## config.mk

```make
export PLATFORM = sky130hd
export DESIGN_NAME = servo_step_ctrl
export DESIGN_NICKNAME = d
export VERILOG_FILES = /design/src/rtl/servo_pkg.sv /design/src/rtl/servo_step_ctrl_rise_detect.sv /design/src/rtl/servo_step_ctrl.sv
export SDC_FILE = /design/constraint.sdc
export NUM_CORES = 1
export LEC_CHECK = 0
export BUFFER_PORTS_ARGS = -buffer_cell sky130_fd_sc_hd__buf_2
export CAP_MARGIN = 25
export CORE_UTILIZATION = 25
export CTS_BUF_LIST = sky130_fd_sc_hd__clkbuf_4
export DETAILED_ROUTE_END_ITERATION = 12
export PLACE_DENSITY = 0.35
export SLEW_MARGIN = 15
export SYNTH_ARGS = -nofsm -noshare
export SYNTH_HDL_FRONTEND = slang
export SYNTH_SLANG_ARGS = --single-unit
```

## constraint.sdc

```tcl
create_clock -name clk -period 7.9 [get_ports clk]
set_input_delay 0.395 -clock clk [delete_from_list [all_inputs] [get_ports clk]]
set_output_delay 0.395 -clock clk [all_outputs]
set_load 0.02 [all_outputs]
```

## src/rtl/servo_pkg.sv

```systemverilog
// Shared constants and types for the servo step controller.
package servo_pkg;

    localparam int ANG_W = 8;
    localparam int WID_W = 20;

    localparam int DEF_PERIOD_CYC  = 1_000_000;
    localparam int DEF_MIN_CYC     = 50_000;
    localparam int DEF_CYC_PER_DEG = 278;
    localparam int DEF_STEP_DEG    = 10;
    localparam int DEF_HOME_DEG    = 90;
    localparam int DEF_MAX_DEG     = 180;

    typedef enum logic [1:0] {
        IDLE      = 2'd0,
        SLEW_UP   = 2'd1,
        SLEW_DOWN = 2'd2
    } slew_state_t;

endpackage

```

## src/rtl/servo_step_ctrl_rise_detect.sv

```systemverilog
// Single-flop rising-edge detector for an already-debounced button line.
module rise_detect (
    input  logic clk,
    input  logic rst,
    input  logic level,
    output logic rise
);

    logic prev;

    always_ff @(posedge clk or negedge rst) begin
        if (!rst) prev <= 1'b0;
        else      prev <= level;
    end

    assign rise = level & ~prev;

endmodule

```

## src/rtl/servo_step_ctrl.sv

```systemverilog
// Servo controller: buttons step a target angle, pos_cur slews one degree per PWM frame.
// state | meaning: IDLE at target | SLEW_UP stepping up | SLEW_DOWN stepping down
module servo_step_ctrl
    import servo_pkg::*;
#(
    parameter int PERIOD_CYC  = DEF_PERIOD_CYC,
    parameter int MIN_CYC     = DEF_MIN_CYC,
    parameter int CYC_PER_DEG = DEF_CYC_PER_DEG,
    parameter int STEP_DEG    = DEF_STEP_DEG,
    parameter int HOME_DEG    = DEF_HOME_DEG,
    parameter int MAX_DEG     = DEF_MAX_DEG
) (
    input  logic             clk,
    input  logic             rst,
    input  logic             btn_inc,
    input  logic             btn_dec,
    input  logic             btn_home,
    output logic             pwm_out,
    output logic [ANG_W-1:0] pos_tgt,
    output logic [ANG_W-1:0] pos_cur,
    output logic             busy
);

    logic             ev_inc, ev_dec, ev_home;
    logic [WID_W-1:0] cnt, width_q, width_nxt;
    logic             frame_end;
    logic [ANG_W-1:0] tgt_nxt, cur_nxt;
    logic [ANG_W:0]   tgt_up;
    slew_state_t      state, state_nxt;

    rise_detect u_rd_inc  (.clk(clk), .rst(rst), .level(btn_inc),  .rise(ev_inc));
    rise_detect u_rd_dec  (.clk(clk), .rst(rst), .level(btn_dec),  .rise(ev_dec));
    rise_detect u_rd_home (.clk(clk), .rst(rst), .level(btn_home), .rise(ev_home));

    assign frame_end = (cnt == WID_W'(PERIOD_CYC - 1));

    always_ff @(posedge clk or negedge rst) begin
        if (!rst) cnt <= '0;
        else      cnt <= frame_end ? '0 : cnt + WID_W'(1);
    end

    // 9-bit sum so the saturation compare cannot be fooled by wrap-around
    assign tgt_up = {1'b0, pos_tgt} + (ANG_W+1)'(STEP_DEG);

    always_comb begin
        tgt_nxt = pos_tgt;
        if (ev_home) begin
            tgt_nxt = ANG_W'(HOME_DEG);
        end else if (ev_inc && !ev_dec) begin
            tgt_nxt = (tgt_up > (ANG_W+1)'(MAX_DEG)) ? ANG_W'(MAX_DEG) : tgt_up[ANG_W-1:0];
        end else if (ev_dec && !ev_inc) begin
            tgt_nxt = (pos_tgt >= ANG_W'(STEP_DEG)) ? pos_tgt - ANG_W'(STEP_DEG) : '0;
        end
    end

    always_ff @(posedge clk or negedge rst) begin
        if (!rst) pos_tgt <= ANG_W'(HOME_DEG);
        else      pos_tgt <= tgt_nxt;
    end

    always_comb begin
        state_nxt = state;
        cur_nxt   = pos_cur;
        if (frame_end) begin
            if (pos_cur < pos_tgt) begin
                state_nxt = SLEW_UP;
                cur_nxt   = pos_cur + ANG_W'(1);
            end else if (pos_cur > pos_tgt) begin
                state_nxt = SLEW_DOWN;
                cur_nxt   = pos_cur - ANG_W'(1);
            end else begin
                state_nxt = IDLE;
            end
        end
    end

    always_ff @(posedge clk or negedge rst) begin
        if (!rst) begin
            state   <= IDLE;
            pos_cur <= ANG_W'(HOME_DEG);
        end else begin
            state   <= state_nxt;
            pos_cur <= cur_nxt;
        end
    end

    assign busy = (pos_cur != pos_tgt);

    // Width follows the freshly stepped angle so the new frame already uses it
    assign width_nxt = WID_W'(MIN_CYC) + WID_W'(cur_nxt) * WID_W'(CYC_PER_DEG);

    always_ff @(posedge clk or negedge rst) begin
        if (!rst) begin
            width_q <= WID_W'(MIN_CYC + HOME_DEG * CYC_PER_DEG);
            pwm_out <= 1'b0;
        end else begin
            if (frame_end) width_q <= width_nxt;
            pwm_out <= (cnt < width_q);
        end
    end

endmodule

```

---- After elaboration in Yosys (flattened, before gate mapping) ----
Index checks and enable logic that the tools add are counted.
word-level totals
  register bits ........................... 60
  output and inout port bits .............. 18
  logic and storage cells ................. 42
operators by class
  $add $sub $neg .......................... 6
  multipliers ............................. 1
  magnitude comparators ................... 5
  equality and inequality tests ........... 2
  mux-type cells .......................... 9
  bitwise gates (word level) .............. 6
  reduce and logical (&&, ||, !) cells .... 5
operator list
  operator                                                                             number
  8-bit 2-to-1 mux                                                                     8
  20-bit by 1-bit adder with 20-bit output, second input constant                      1
  20-bit == test, second input constant                                                1
  20-bit < comparator                                                                  1
  20-bit 2-to-1 mux                                                                    1
  16-bit by 17-bit adder with 18-bit output, first input constant                      1
  8-bit by 8-bit multiplier with 16-bit output, second input constant                  1
  8-bit by 4-bit adder with 9-bit output, second input constant                        1
  9-bit by 8-bit greater-than comparator with 1-bit output, second input constant      1
  8-bit by 1-bit adder with 8-bit output, second input constant                        1
  8-bit by 4-bit greater-or-equal comparator with 1-bit output, second input constant  1
  8-bit greater-than comparator                                                        1
  8-bit < comparator                                                                   1
  8-bit != test                                                                        1
  8-bit by 1-bit subtractor with 8-bit output, second input constant                   1
  8-bit by 4-bit subtractor with 8-bit output, second input constant                   1
  1-bit bitwise AND                                                                    3
  1-bit inverter                                                                       3
  3-bit nonzero test                                                                   1
  1-bit logical AND                                                                    2
  1-bit zero test                                                                      2

---- Logic depth before layout (Yosys ltp) ----
Gate-level depths: netlist (run 1).
  depth in word-level cells ............... 7
  gate-level depth with buffers ........... 26
  mapped depth without buffers ............ 23

---- Cells and area by module ----
Synthesis (run 1) repeated with hierarchy kept, for this count alone.
second synthesis, totals
  cell total of the unflattened synthesis .. 536
  area total of the unflattened synthesis .. 4,789.6 µm²
by module, submodules not included
  module           times used  cells each  area an instance (µm²)
  servo_step_ctrl  1           530         4,673.2
  rise_detect      3           2           38.8

---- Least setup slack after synthesis (run 1) ----
No wires, ideal clock.
  kind .................................... register to register
  from .................................... register pos_tgt[3]
  to ...................................... register width_q[14]
  setup time .............................. 0.075 ns
  data arrival time ....................... 6.479 ns
  required time ........................... 7.825 ns
  setup slack ............................. 1.346 ns
  stages on the path, launching flop included .. 26
  path buffers ............................ 3
  clock period less this slack ............ 6.554 ns
  cells stage by stage .................... dfstp_2 > clkbuf_1 > clkbuf_1 > inv_1 > ha_1 > a21oi_1 > a21oi_1 > nor3_1 > clkbuf_1 > nand3_1 > a21oi_1 > xor2_1 > ha_1 > inv_1 > fa_1 > fa_1 > inv_1 > ha_1 > or3_1 > a221oi_1 > nor2_2 > xnor2_1 > or3_4 > or4_1 > a21o_1 > o21ai_2
between the ends
  word-level cells in the longest chain between the ends .. 6
ends and longest elaborated chain
  what                                            RTL line               RTL
  start: declaration                              servo_step_ctrl.sv:19  output logic [ANG_W-1:0] pos_tgt,
  start signal: assignment                        servo_step_ctrl.sv:57  if (!rst) pos_tgt <= ANG_W'(HOME_DEG);
  start signal: assignment                        servo_step_ctrl.sv:58  else pos_tgt <= tgt_nxt;
  8-bit greater-than comparator                   servo_step_ctrl.sv:68  end else if (pos_cur > pos_tgt) begin
  8-bit 2-to-1 mux                                servo_step_ctrl.sv:68
  8-bit 2-to-1 mux *                              servo_step_ctrl.sv:65  if (pos_cur < pos_tgt) begin
  8-bit 2-to-1 mux *                              servo_step_ctrl.sv:64  if (frame_end) begin
  via cur_nxt[5]                                  servo_step_ctrl.sv:27  logic [ANG_W-1:0] tgt_nxt, cur_nxt;
  8-bit by 8-bit multiplier with 16-bit output *  servo_step_ctrl.sv:90  assign width_nxt = WID_W'(MIN_CYC) + WID_W'(cur_nxt) * WID_W'(CYC_PER_DEG);
  16-bit by 17-bit adder with 18-bit output *     servo_step_ctrl.sv:90
  end signal: assignment                          servo_step_ctrl.sv:94  width_q <= WID_W'(MIN_CYC + HOME_DEG * CYC_PER_DEG);
  end signal: assignment                          servo_step_ctrl.sv:97  if (frame_end) width_q <= width_nxt;
  end: declaration                                servo_step_ctrl.sv:25  logic [WID_W-1:0] cnt, width_q, width_nxt;
Mark *: on every way through the listed nets, which the timed path passes. The rest lies on a longest branch.
A chain may end at the register's enable or synchronous reset.

---- Worst setup path after layout (run 1) ----
  from .................................... register pos_tgt[1]
  to ...................................... register width_q[14]
Same word-level chain as after synthesis.

==> results by group, run 1 <==
Status
  • Run status: finished clean

Die
  • Top-level I/O count: 23
  • Die width: 138.9 um
  • Die area: 0.01929 sq mm
  • Die Height: 138.9 um
  • Number of placement rows: 49
  • Starting density of the core: 0.2581
  • Core box area: 0.01815 sq mm

Logic synthesis
  • Post-synthesis cell type with the largest combined area: sky130_fd_sc_hd__dfrtp_1
  • Syn avg cell area: 8.756 sq um
  • Count of flip-flops with a built-in enable after synthesis: 0
  • Seq/Total Area, Yosys: 0.3029
  • Portion of synthesized cell area occupied by the leading cell type: 0.2244
  • Most used flip-flop cell after synthesis: sky130_fd_sc_hd__dfrtp_1
  • Number of distinct library cell variants in the gate-level netlist after synthesis: 64
  • Most area-consuming cells after synthesis: sky130_fd_sc_hd__dfrtp_1, sky130_fd_sc_hd__ha_1, sky130_fd_sc_hd__dfstp_2
  • Flip-flop and latch count after synthesis: 56
  • Number of nets produced by synthesis: 611
  • Post-synthesis instance area: 0.004684 sq mm
  • Number of warnings reported in the yosys synthesis log: 0
  • Cell count after synthesis: 535
  • Async SR Flop Fraction: 1.000

Finish
  • Ratio of cells with drive above 1 in the final layout: 0.1133
  • Area growth from synthesis to layout: 9.509%
  • Final instance area: 0.005130 sq mm
  • Final nets: 631

Timing
  • Final setup violation count: 0
  • Count of pins over their slew limit: 0
  • Achievable Freq: 146.8 MHz
  • Sum of negative setup slack: 0 ps
  • Tightest hold margin: 66.93 ps
  • Clock skew: 28.32 ps
  • Minimum clock period after layout: 6812 ps
  • RSZ-0062 raised after global routing: no
  • Final worst path period share: 0.8623
  • Final hold violation count: 0
  • Transition time at the pin with the least slew margin: 851.2 ps
  • Max-Slew Margin vs Limit: 0.4326

Pwr
  • Internal power of the cells: 386.1 uW
  • Power density relative to cell area: 117.7 mW/mm^2
  • Switching Power: 217.9 uW
  • Switch share: 0.3608
  • Leakage: 0.002479 uW
  • Max rail drop VDD: 46.47 uV
  • Power share of the clock group: 0.235
  • Combinational share of power: 0.221
  • Portion of total power attributed to sequential cells: 0.544

Placement
  • HPWL after detailed placement: 8.929 mm
  • Port Buffer Count: 21
  • Placed inst area: 0.005067 sq mm
  • RePlAce Congestion: 0.7976

GRT
  • Pin count of the biggest net entering global routing: 57
  • Initial antenna violation count: 1
  • Global-route wire length before repair: 19.74 mm
  • Global-route total usage across every layer: 0.1272
  • GRT met1 Usage: 0.1759
  • Residual overflow from global routing: 0
  • GR Util met3: 0.01830
  • Highest-utilization routing layer at the global route stage: met2
  • Global routing usage on met2: 0.2071
  • Vias in the first global route: 3675

Critical path
  • Total stage count of the critical path: 23
  • Worst R2R Path Depth: 23
  • Startpoint of the most critical setup path: pos_tgt[1]$_DFFE_PN1P_
  • Launch point of the worst reg-to-reg path: pos_tgt[1]$_DFFE_PN1P_
  • Buffers and inverters on the worst path: 4
  • Kind of end point of the critical path: flop
  • Crit path max-delay cell type: sky130_fd_sc_hd__dfstp_2
  • Data arrival time of the critical path: 7160 ps
  • Worst flop-to-flop path endpoint: width_q[14]$_DFFE_PN0N_
  • Largest delay share family, worst path: adder cells
  • Flop2flop setup slack: 1090 ps
  • Critical Path End: width_q[14]$_DFFE_PN0N_
  • Longest individual stage delay on the worst path: 700 ps
  • Startpoint class of the critical path: flop
  • Data required time at the worst endpoint: 8250 ps
  • Critical Path, Cell by Cell: inv_1, ha_1, o211ai_1, a21oi_1, nor3_1, buf_4, or3_1, a21oi_1, xor2_1, ha_1, inv_1, fa_1, fa_1, inv_1, ha_1, or3_1, a221oi_1, nor2_2, xnor2_1, or3_4, or4_1, a21o_1, o21ai_2
  • Peak fanout along the critical path: 12
  • Startpoint-to-endpoint class of the critical path: reg -> reg

Routing
  • Number of iterations in the first detailed-routing pass: 7
  • Drt drc: 0
  • Total wire length: 11.60 mm
  • Routed wirelength normalized by instance count: 14.76 um
  • Number of violations reported at the end of detailed-routing iteration 0: 274
  • Total via count after detailed routing: 3774
  • Detailed-route vias per instance: 4.802
  • Antenna viol nets, final: 0

Clock network
  • Number of buffers inserted during clock tree synthesis: 5
  • Hold bufs inserted after CTS: 0
  • Clock transition at the register clock pins on the worst setup and hold paths after CTS: 200 ps
  • Clk_lat worst skew: 430 ps
  • Number of sinks driven by the clock tree: 56
  • CTS Buffer Depth: 2
  • Clock root cell: sky130_fd_sc_hd__clkbuf_4
  • Post_cts resized: 0
  • Htree depth: 2
  • Post CTS Setup Buffer Count: 0
  • Clock tree from TritonCTS: yes

Flow run
  • Max-capacitance violation count: 0

Worst hold path
  • Min-Delay Path Class: in -> reg
[metal layers]
layer	vias to the layer above	share of wire
li1	1895	-
met1	1833	0.51
met2	40	0.46
met3	6	0.022
met4	0	0.011
met5	-	0
[layout make-up]
cell class	instances	area, sq um
clock buffers	5	37.54
clock inverters	3	22.52
multi-input cells	408	2998
repair buffers	27	150.1
fillers	1984	13020
flip-flops and latches	56	1419
diodes	1	2.502
well taps	229	286.5
inverters	57	214.0
[synthesized netlist by cell type (5+ instances only)]
library cell	number
sky130_fd_sc_hd__nor2b_1	7
sky130_fd_sc_hd__dfrtp_1	42
sky130_fd_sc_hd__dfstp_2	14
sky130_fd_sc_hd__nand2b_1	8
sky130_fd_sc_hd__nand4_1	5
sky130_fd_sc_hd__nand3_1	15
sky130_fd_sc_hd__nor2_1	36
sky130_fd_sc_hd__nor3_1	10
sky130_fd_sc_hd__a31oi_1	6
sky130_fd_sc_hd__o21ai_1	6
sky130_fd_sc_hd__fa_1	7
sky130_fd_sc_hd__and3_1	8
sky130_fd_sc_hd__nand2_1	48
sky130_fd_sc_hd__or3_1	7
sky130_fd_sc_hd__xor2_1	25
sky130_fd_sc_hd__a21oi_1	32
sky130_fd_sc_hd__clkbuf_1	13
sky130_fd_sc_hd__a21o_1	11
sky130_fd_sc_hd__o21ai_0	34
sky130_fd_sc_hd__xnor2_1	19
sky130_fd_sc_hd__ha_1	64
sky130_fd_sc_hd__inv_1	57
[kinds of logic (layout without fill, tap and decap cells)]
logic type,after synthesis,count (layout),synth area share
AOI/OAI and AO/OA,119,119,0.1587
xor gates and xnor gates,46,46,0.09081
adders and majority gates,71,71,0.2009
buffers and inverters,71,92,0.05769
DFF,56,56,0.3029
muxes,3,3,0.006411
other,1,2,0.0008005
and+or+nand+nor,168,168,0.1819
[registers in the layout, indices dropped and copies added, names as in the netlist]
name / flops
cnt: 20
pos_cur: 8
pos_tgt: 7
pwm_out: 1
u_rd_dec.prev: 1
u_rd_home.prev: 1
u_rd_inc.prev: 1
width_q: 17
[cells in the final DEF, fill, tap and decap left out, types with 6 or more instances in the layout]
master / netlist / routed
sky130_fd_sc_hd__a21o_1: 11 / 11
sky130_fd_sc_hd__a21oi_1: 32 / 32
sky130_fd_sc_hd__a31oi_1: 6 / 6
sky130_fd_sc_hd__and3_1: 8 / 8
sky130_fd_sc_hd__buf_2: 0 / 21
sky130_fd_sc_hd__buf_4: 1 / 6
sky130_fd_sc_hd__dfrtp_1: 42 / 42
sky130_fd_sc_hd__dfstp_2: 14 / 14
sky130_fd_sc_hd__fa_1: 7 / 7
sky130_fd_sc_hd__ha_1: 64 / 64
sky130_fd_sc_hd__inv_1: 57 / 57
sky130_fd_sc_hd__nand2_1: 48 / 48
sky130_fd_sc_hd__nand2b_1: 8 / 8
sky130_fd_sc_hd__nand3_1: 15 / 15
sky130_fd_sc_hd__nor2_1: 36 / 35
sky130_fd_sc_hd__nor2b_1: 7 / 7
sky130_fd_sc_hd__nor3_1: 10 / 10
sky130_fd_sc_hd__o21ai_0: 34 / 34
sky130_fd_sc_hd__o21ai_1: 6 / 6
sky130_fd_sc_hd__or3_1: 7 / 7
sky130_fd_sc_hd__xnor2_1: 19 / 19
sky130_fd_sc_hd__xor2_1: 25 / 25
[how the worst min path moves through the flow]
stage                     slack [ps]  cells after the start                       end               startpoint
final                             70                      1   u_rd_dec.prev$_DFF_PN0_                  btn_dec
after global routing              30                      1  u_rd_home.prev$_DFF_PN0_                 btn_home
after CTS                         20                      1   u_rd_dec.prev$_DFF_PN0_                  btn_dec
after detailed placement         470                      2   width_q[10]$_DFFE_PN1N_  width_q[10]$_DFFE_PN1N_
after global placement           470                      2   width_q[13]$_DFFE_PN1N_  width_q[13]$_DFFE_PN1N_
after floorplan                  100                      0          cnt[0]$_DFF_PN0_                      rst
[power by group through the flow]
stage	sequential, uW	combinational (uW)	clock, uW
final	329	133	142
after global routing	334	149	166
after CTS	329	133	156
after detailed placement	334	132	0
after global placement	334	133	0
after floorplan	327	96.0	0
[through the flow]
step | worst slack (ps) | utilization | total power (uW) | std cells
after global routing | 595.9 | 0.2827 | 649.2 | 786
after CTS | 1074 | 0.2825 | 618.7 | 785
final | 1088 | 0.2827 | 604.0 | 786
after global placement | 1131 | 0.2792 | 466.5 | 777
after detailed placement | 1196 | 0.2792 | 466.5 | 777
after floorplan | 1346 | - | 422.7 | 535
No activity file was read; power rests on OpenSTA's default activity.
==> run 2: changes to the inputs <==
- clock period: 7.9 -> 7.4 ns (I/O delays scaled with it)
==> results by group, run 2 (synthesized netlist as in run 1, its figures left out) <==
Routing
  • Number of iterations in the first detailed-routing pass: 8 (+1)
  • Routed wirelength normalized by instance count: 15.20 um (+3.0%)
  • Total wire length: 11.97 mm (+3.1%)
  • Total via count after detailed routing: 3746 (-0.74%)
  • Number of violations reported at the end of detailed-routing iteration 0: 209 (-24%)
  • Antenna viol nets, final: 0 (unchanged)
  • Drt drc: 1 (+1)
  • Detailed-route vias per instance: 4.760 (-0.87%)

Pwr
  • Max rail drop VDD: 61.21 uV (+32%)
  • Power, Total: 637.8 uW (+5.6%)
  • Leakage: 0.002478 uW (about the same)
  • Power density relative to cell area: 124.3 mW/mm^2 (+5.6%)

Clock network
  • Clk_lat worst skew: 420 ps (about the same)
  • Hold bufs inserted after CTS: 0 (unchanged)
  • Post_cts resized: 0 (unchanged)
  • Clock transition at the register clock pins on the worst setup and hold paths after CTS: 170 ps (-30 ps)
  • Number of buffers inserted during clock tree synthesis: 5 (unchanged)
  • Clock tree from TritonCTS: yes
  • Post CTS Setup Buffer Count: 0 (unchanged)
  • Number of sinks driven by the clock tree: 56 (unchanged)
  • Htree depth: 2 (unchanged)
  • Clock root cell: sky130_fd_sc_hd__clkbuf_4
  • CTS Buffer Depth: 2 (unchanged)

GRT
  • Initial antenna violation count: 1 (unchanged)
  • Global-route total usage across every layer: 0.1309 (+0.003712)
  • GR Util met3: 0.02141 (+0.003108)
  • Vias in the first global route: 3764 (+2.4%)
  • Highest-utilization routing layer at the global route stage: met2
  • Global routing usage on met2: 0.2206 (+0.01356)
  • Global-route wire length before repair: 20.12 mm (+1.9%)
  • Pin count of the biggest net entering global routing: 57 (unchanged)
  • Residual overflow from global routing: 0 (unchanged)
  • GRT met1 Usage: 0.1726 (-0.003340)

Finish
  • Most common cell after layout, fill and taps aside: sky130_fd_sc_hd__ha_1
  • Max reg flops: 20 (unchanged)
  • Ratio of cells with drive above 1 in the final layout: 0.1113 (-0.001999)
  • Largest registers ranked by flip-flop count: cnt: 20 flops, width_q: 17 flops, pos_cur: 8 flops
  • Most frequent cells in the layout: sky130_fd_sc_hd__ha_1, sky130_fd_sc_hd__inv_1, sky130_fd_sc_hd__nand2_1, sky130_fd_sc_hd__dfrtp_1, sky130_fd_sc_hd__nor2_1
  • Final core occ: 0.2827 (unchanged)
  • Area growth from synthesis to layout: 9.509% (unchanged)
  • Reg with most FFs: cnt
  • Final nets: 632 (+0.16%)

Timing
  • Sum of negative setup slack: 0 ps (unchanged)
  • Post-route setup slack: 718.6 ps (-369.2 ps)
  • Count of pins over their slew limit: 0 (unchanged)
  • Tightest hold margin: 58.55 ps (-8.380 ps)
  • Clock skew: 15.76 ps (-12.56 ps)
  • Transition time at the pin with the least slew margin: 771.3 ps (-79.92 ps)
  • RSZ-0062 raised after global routing: no
  • Final worst path period share: 0.9029 (+0.04059)
  • Final setup violation count: 0 (unchanged)
  • Final hold violation count: 0 (unchanged)
  • Achievable Freq: 149.7 MHz (+2.0%)
  • Max-Slew Margin vs Limit: 0.4858 (+0.05328)
  • Minimum clock period after layout: 6681 ps (-130.8 ps)

Critical path
  • Largest delay share family, worst path: adder cells
  • Startpoint-to-endpoint class of the critical path: reg -> reg
  • Data arrival time of the critical path: 7030 ps (-130 ps)
  • Critical Path, Cell by Cell: inv_1, ha_1, o211ai_1, a21oi_1, nor3_1, buf_4, or3_1, a21oi_1, xor2_1, ha_1, inv_1, fa_1, fa_1, inv_1, ha_1, or3_1, a221oi_1, nor2_2, xnor2_1, or3_4, or4_1, a21o_1, o21ai_2
  • Buffers and inverters on the worst path: 4 (unchanged)
  • Data required time at the worst endpoint: 7750 ps (-500 ps)
  • Longest individual stage delay on the worst path: 770 ps (+70 ps)
  • Kind of end point of the critical path: flop
  • Startpoint class of the critical path: flop
  • Crit path max-delay cell type: sky130_fd_sc_hd__dfstp_2
  • Peak fanout along the critical path: 19 (+7)

Status
  • Violations in the final reports: design-rule violations
  • Run status: finished with violations

Worst hold path
  • Min-Delay Path Class: in -> reg

Die
  • Die area: 0.01929 sq mm (unchanged)
  • Starting density of the core: 0.2581 (unchanged)
  • Die Height: 138.9 um (unchanged)
  • Top-level I/O count: 23 (unchanged)
  • Core box area: 0.01815 sq mm (unchanged)
  • Die width: 138.9 um (unchanged)
  • Number of placement rows: 49 (unchanged)

Placement
  • RePlAce Congestion: 0.7558 (-5.2%)
  • HPWL after detailed placement: 9.316 mm (+4.3%)
  • Pre-CTS setup slack: 719.4 ps (-476.5 ps)
  • Port Buffer Count: 21 (unchanged)

Flow run
  • Max-capacitance violation count: 0 (unchanged)
run 2: cell types whose count changed in the layout (fill, tap and decap cells not counted), sizes merged:
cell,change
buf,+1
clkbuf,+1
inv,-1
run 2: worst paths after layout:
path / from / endpoint / slack [ps] / cells past startpoint
max: pos_tgt[3]$_DFFE_PN1P_ / width_q[14]$_DFFE_PN0N_ / 720 / 23
min: btn_dec / u_rd_dec.prev$_DFF_PN0_ / 60 / 1
max reg2reg: pos_tgt[3]$_DFFE_PN1P_ / width_q[14]$_DFFE_PN0N_ / 720 / 23
min reg2reg: width_q[13]$_DFFE_PN1N_ / width_q[13]$_DFFE_PN1N_ / 490 / 2
max in group asynchronous: rst / pos_cur[5]$_DFF_PN0_ / 6800 / 2
min in group asynchronous: rst / cnt[11]$_DFF_PN0_ / 80 / 2
run 2: power breakdown:
part | switching, uW | internal (uW)
clock | 105 | 39.2
sequential | 31.0 | 321
combinational | 89.3 | 52.8
total | 225 | 413
run 2: through the flow:
| step | cells | area (sq um) |
|---|---|---|
| 2_1_floorplan | 535 | 4684 |
| 3_3_place_gp | 778 | 5075 |
| 3_5_place_dp | 778 | 5075 |
| 4_1_cts | 786 | 5127 |
| 5_1_grt | 787 | 5130 |
| 6_report | 787 | 5130 |
run 2: layout make-up:
class / count / area (sq um)
timing repair buffer: 28 / 157.7
sequential: 56 / 1419
clock buffer: 6 / 45.04
tap: 229 / 286.5
clock inverter: 2 / 7.507
fill: 1964 / 13020
multi-input combinational: 408 / 2998
antenna: 1 / 2.502
inverter: 57 / 214.0
run 2: per-layer routing:
metal  vias up  share of wire
li1       1898              -
met4         0          0.014
met3         8          0.024
met1      1799           0.48
met5         -              0
met2        41           0.48
==> run 3: changes to the inputs <==
- clock period: 7.4 -> 8.4 ns (I/O delays scaled with it)
==> results by group, run 3 (synthesized netlist as in run 1, its figures left out) <==
Timing
  • Minimum clock period after layout: 6799 ps (+117.8 ps)
  • Count of pins over their slew limit: 0 (unchanged)
  • Max-Slew Margin vs Limit: 0.4676 (-0.01820)
  • Final worst path period share: 0.8094 (-0.09346)
  • Sum of negative setup slack: 0 ps (unchanged)
  • RSZ-0062 raised after global routing: no
  • Post-route setup slack: 1601 ps (+882.2 ps)
  • Final hold violation count: 0 (unchanged)
  • Transition time at the pin with the least slew margin: 798.5 ps (+27.30 ps)
  • Clock skew: 16.50 ps (+0.7341 ps)
  • Final setup violation count: 0 (unchanged)
  • Tightest hold margin: 111.2 ps (+52.61 ps)
  • Achievable Freq: 147.1 MHz (-1.7%)

Clock network
  • Post_cts resized: 0 (unchanged)
  • Clock transition at the register clock pins on the worst setup and hold paths after CTS: 170 ps (about the same)
  • CTS Buffer Depth: 2 (unchanged)
  • Clk_lat worst skew: 410 ps (about the same)
  • Clock root cell: sky130_fd_sc_hd__clkbuf_4
  • Post CTS Setup Buffer Count: 0 (unchanged)
  • Clock tree from TritonCTS: yes
  • Hold bufs inserted after CTS: 0 (unchanged)
  • Number of sinks driven by the clock tree: 56 (unchanged)
  • Htree depth: 2 (unchanged)
  • Number of buffers inserted during clock tree synthesis: 5 (unchanged)

Worst hold path
  • Min-Delay Path Class: in -> reg

Critical path
  • Peak fanout along the critical path: 19 (unchanged)
  • Largest delay share family, worst path: adder cells
  • Startpoint class of the critical path: flop
  • Critical Path, Cell by Cell: inv_1, ha_1, o211ai_1, a21oi_1, nor3_1, buf_4, or3_1, a21oi_1, xor2_1, ha_1, inv_1, fa_1, fa_1, inv_1, ha_1, or3_1, a221oi_1, nor2_2, xnor2_1, or3_4, or4_1, a21o_1, o21ai_2
  • Longest individual stage delay on the worst path: 780 ps (about the same)
  • Buffers and inverters on the worst path: 4 (unchanged)
  • Data required time at the worst endpoint: 8740 ps (+990 ps)
  • Data arrival time of the critical path: 7140 ps (+110 ps)
  • Kind of end point of the critical path: flop
  • Startpoint-to-endpoint class of the critical path: reg -> reg
  • Crit path max-delay cell type: sky130_fd_sc_hd__dfstp_2

Routing
  • Number of violations reported at the end of detailed-routing iteration 0: 186 (-11%)
  • Drt drc: 0 (-1)
  • Detailed-route vias per instance: 4.742 (-0.37%)
  • Total wire length: 11.79 mm (-1.5%)
  • Total via count after detailed routing: 3732 (-0.37%)
  • Antenna viol nets, final: 0 (unchanged)
  • Routed wirelength normalized by instance count: 14.98 um (-1.5%)
  • Number of iterations in the first detailed-routing pass: 6 (-2)

Die
  • Die width: 138.9 um (unchanged)
  • Number of placement rows: 49 (unchanged)
  • Die Height: 138.9 um (unchanged)
  • Core box area: 0.01815 sq mm (unchanged)
  • Top-level I/O count: 23 (unchanged)
  • Starting density of the core: 0.2581 (unchanged)
  • Die area: 0.01929 sq mm (unchanged)

Pwr
  • Max rail drop VDD: 47.47 uV (-22%)
  • Switching Power: 202.5 uW (-10%)
  • Combinational share of power: 0.223 (about the same)
  • Portion of total power attributed to sequential cells: 0.547 (-0.004)
  • Leakage: 0.002477 uW (about the same)
  • Power share of the clock group: 0.230 (+0.004)
  • Switch share: 0.3573 (+0.004210)
  • Internal power of the cells: 364.2 uW (-12%)
  • Power density relative to cell area: 110.4 mW/mm^2 (-11%)

Status
  • Run status: finished clean

Finish
  • Fill cell total of the finished layout: 1954 (-0.51%)
  • Reg with most FFs: cnt
  • Final nets: 632 (unchanged)
  • Max reg flops: 20 (unchanged)
  • Most frequent cells in the layout: sky130_fd_sc_hd__ha_1, sky130_fd_sc_hd__inv_1, sky130_fd_sc_hd__nand2_1, sky130_fd_sc_hd__dfrtp_1, sky130_fd_sc_hd__nor2_1
  • Largest registers ranked by flip-flop count: cnt: 20 flops, width_q: 17 flops, pos_cur: 8 flops
  • Area growth from synthesis to layout: 9.589% (about the same)
  • Final core occ: 0.2829 (about the same)
  • Most common cell after layout, fill and taps aside: sky130_fd_sc_hd__ha_1
  • Ratio of cells with drive above 1 in the final layout: 0.1131 (+0.001795)

GRT
  • Vias in the first global route: 3850 (+2.3%)
  • Residual overflow from global routing: 0 (unchanged)
  • Global-route total usage across every layer: 0.1319 (+0.0009777)
  • Initial antenna violation count: 1 (unchanged)
  • Global-route wire length before repair: 20.40 mm (+1.4%)
  • Pin count of the biggest net entering global routing: 57 (unchanged)

Placement
  • HPWL after detailed placement: 9.028 mm (-3.1%)
  • RePlAce Congestion: 0.7898 (+4.5%)
  • Port Buffer Count: 21 (unchanged)
  • Pre-CTS setup slack: 1670 ps (+950.8 ps)

Flow run
  • Max-capacitance violation count: 0 (unchanged)
[run 3: cell count changes in the layout (fill, tap and decap cells not counted), sizes merged]
cell / change
clkinv: -1
clkinvlp: +1
[run 3: metal layers]
layer  up-vias  global-route usage  routed length (um)
li1       1902                   -                   -
met1      1788              0.1822                6058
met2        37              0.2156                5383
met3         5             0.01934                 237
met4         0             0.03158                 108
met5         -                   0                   0
[run 3: final cells by class]
| cell class | count | area (sq um) | share of cell area |
|---|---|---|---|
| diodes | 1 | 2.502 | 0.0004874 |
| clock buffers | 6 | 45.04 | 0.008774 |
| clock inverters | 2 | 11.26 | 0.002194 |
| inverters | 57 | 214.0 | 0.04168 |
| multi-input cells | 408 | 2998 | 0.5840 |
| flip-flops and latches | 56 | 1419 | 0.2764 |
| well taps | 229 | 286.5 | 0.05581 |
| repair buffers | 28 | 157.7 | 0.03071 |
[run 3: path summary, 6_finish.rpt]
kind                                                 to  cells past startpoint                     from  slack (ps)
worst max-delay path            width_q[14]$_DFFE_PN0N_                     23   pos_tgt[3]$_DFFE_PN1P_        1600
worst min-delay path            u_rd_dec.prev$_DFF_PN0_                      1                  btn_dec         110
worst max register to register  width_q[14]$_DFFE_PN0N_                     23   pos_tgt[3]$_DFFE_PN1P_        1600
worst min register to register  width_q[10]$_DFFE_PN1N_                      2  width_q[10]$_DFFE_PN1N_         490
max in group asynchronous          pos_cur[5]$_DFF_PN0_                      2                      rst        7720
min in group asynchronous             cnt[18]$_DFF_PN0_                      2                      rst         150
[run 3: worst reg2reg max path, stage by stage, from the launching register on]
cell and delay (ps):
sky130_fd_sc_hd__dfstp_2 780, sky130_fd_sc_hd__inv_1 130, sky130_fd_sc_hd__ha_1 330, sky130_fd_sc_hd__o211ai_1 90, sky130_fd_sc_hd__a21oi_1 140, sky130_fd_sc_hd__nor3_1 70, sky130_fd_sc_hd__buf_4 170, sky130_fd_sc_hd__or3_1 340
sky130_fd_sc_hd__a21oi_1 250, sky130_fd_sc_hd__xor2_1 460, sky130_fd_sc_hd__ha_1 320, sky130_fd_sc_hd__inv_1 80, sky130_fd_sc_hd__fa_1 440, sky130_fd_sc_hd__fa_1 550, sky130_fd_sc_hd__inv_1 40, sky130_fd_sc_hd__ha_1 220
sky130_fd_sc_hd__or3_1 430, sky130_fd_sc_hd__a221oi_1 490, sky130_fd_sc_hd__nor2_2 60, sky130_fd_sc_hd__xnor2_1 190, sky130_fd_sc_hd__or3_4 410, sky130_fd_sc_hd__or4_1 470, sky130_fd_sc_hd__a21o_1 200, sky130_fd_sc_hd__o21ai_2 50
[run 3: stage by stage]
stage,std cells,cell area [sq um],power [uW]
2_1_floorplan,535,4684,397.6
3_3_place_gp,778,5075,439.2
3_5_place_dp,778,5075,439.6
4_1_cts,786,5131,578.1
5_1_grt,787,5134,606.8
6_report,787,5134,566.7
[run 3: power by group through the flow]
stage	combinational, uW	sequential (uW)	clock (uW)
2_1_floorplan	90.3	307	0
3_3_place_gp	126	313	0
3_5_place_dp	126	314	0
4_1_cts	127	309	142
5_1_grt	142	313	151
6_report	126	310	131
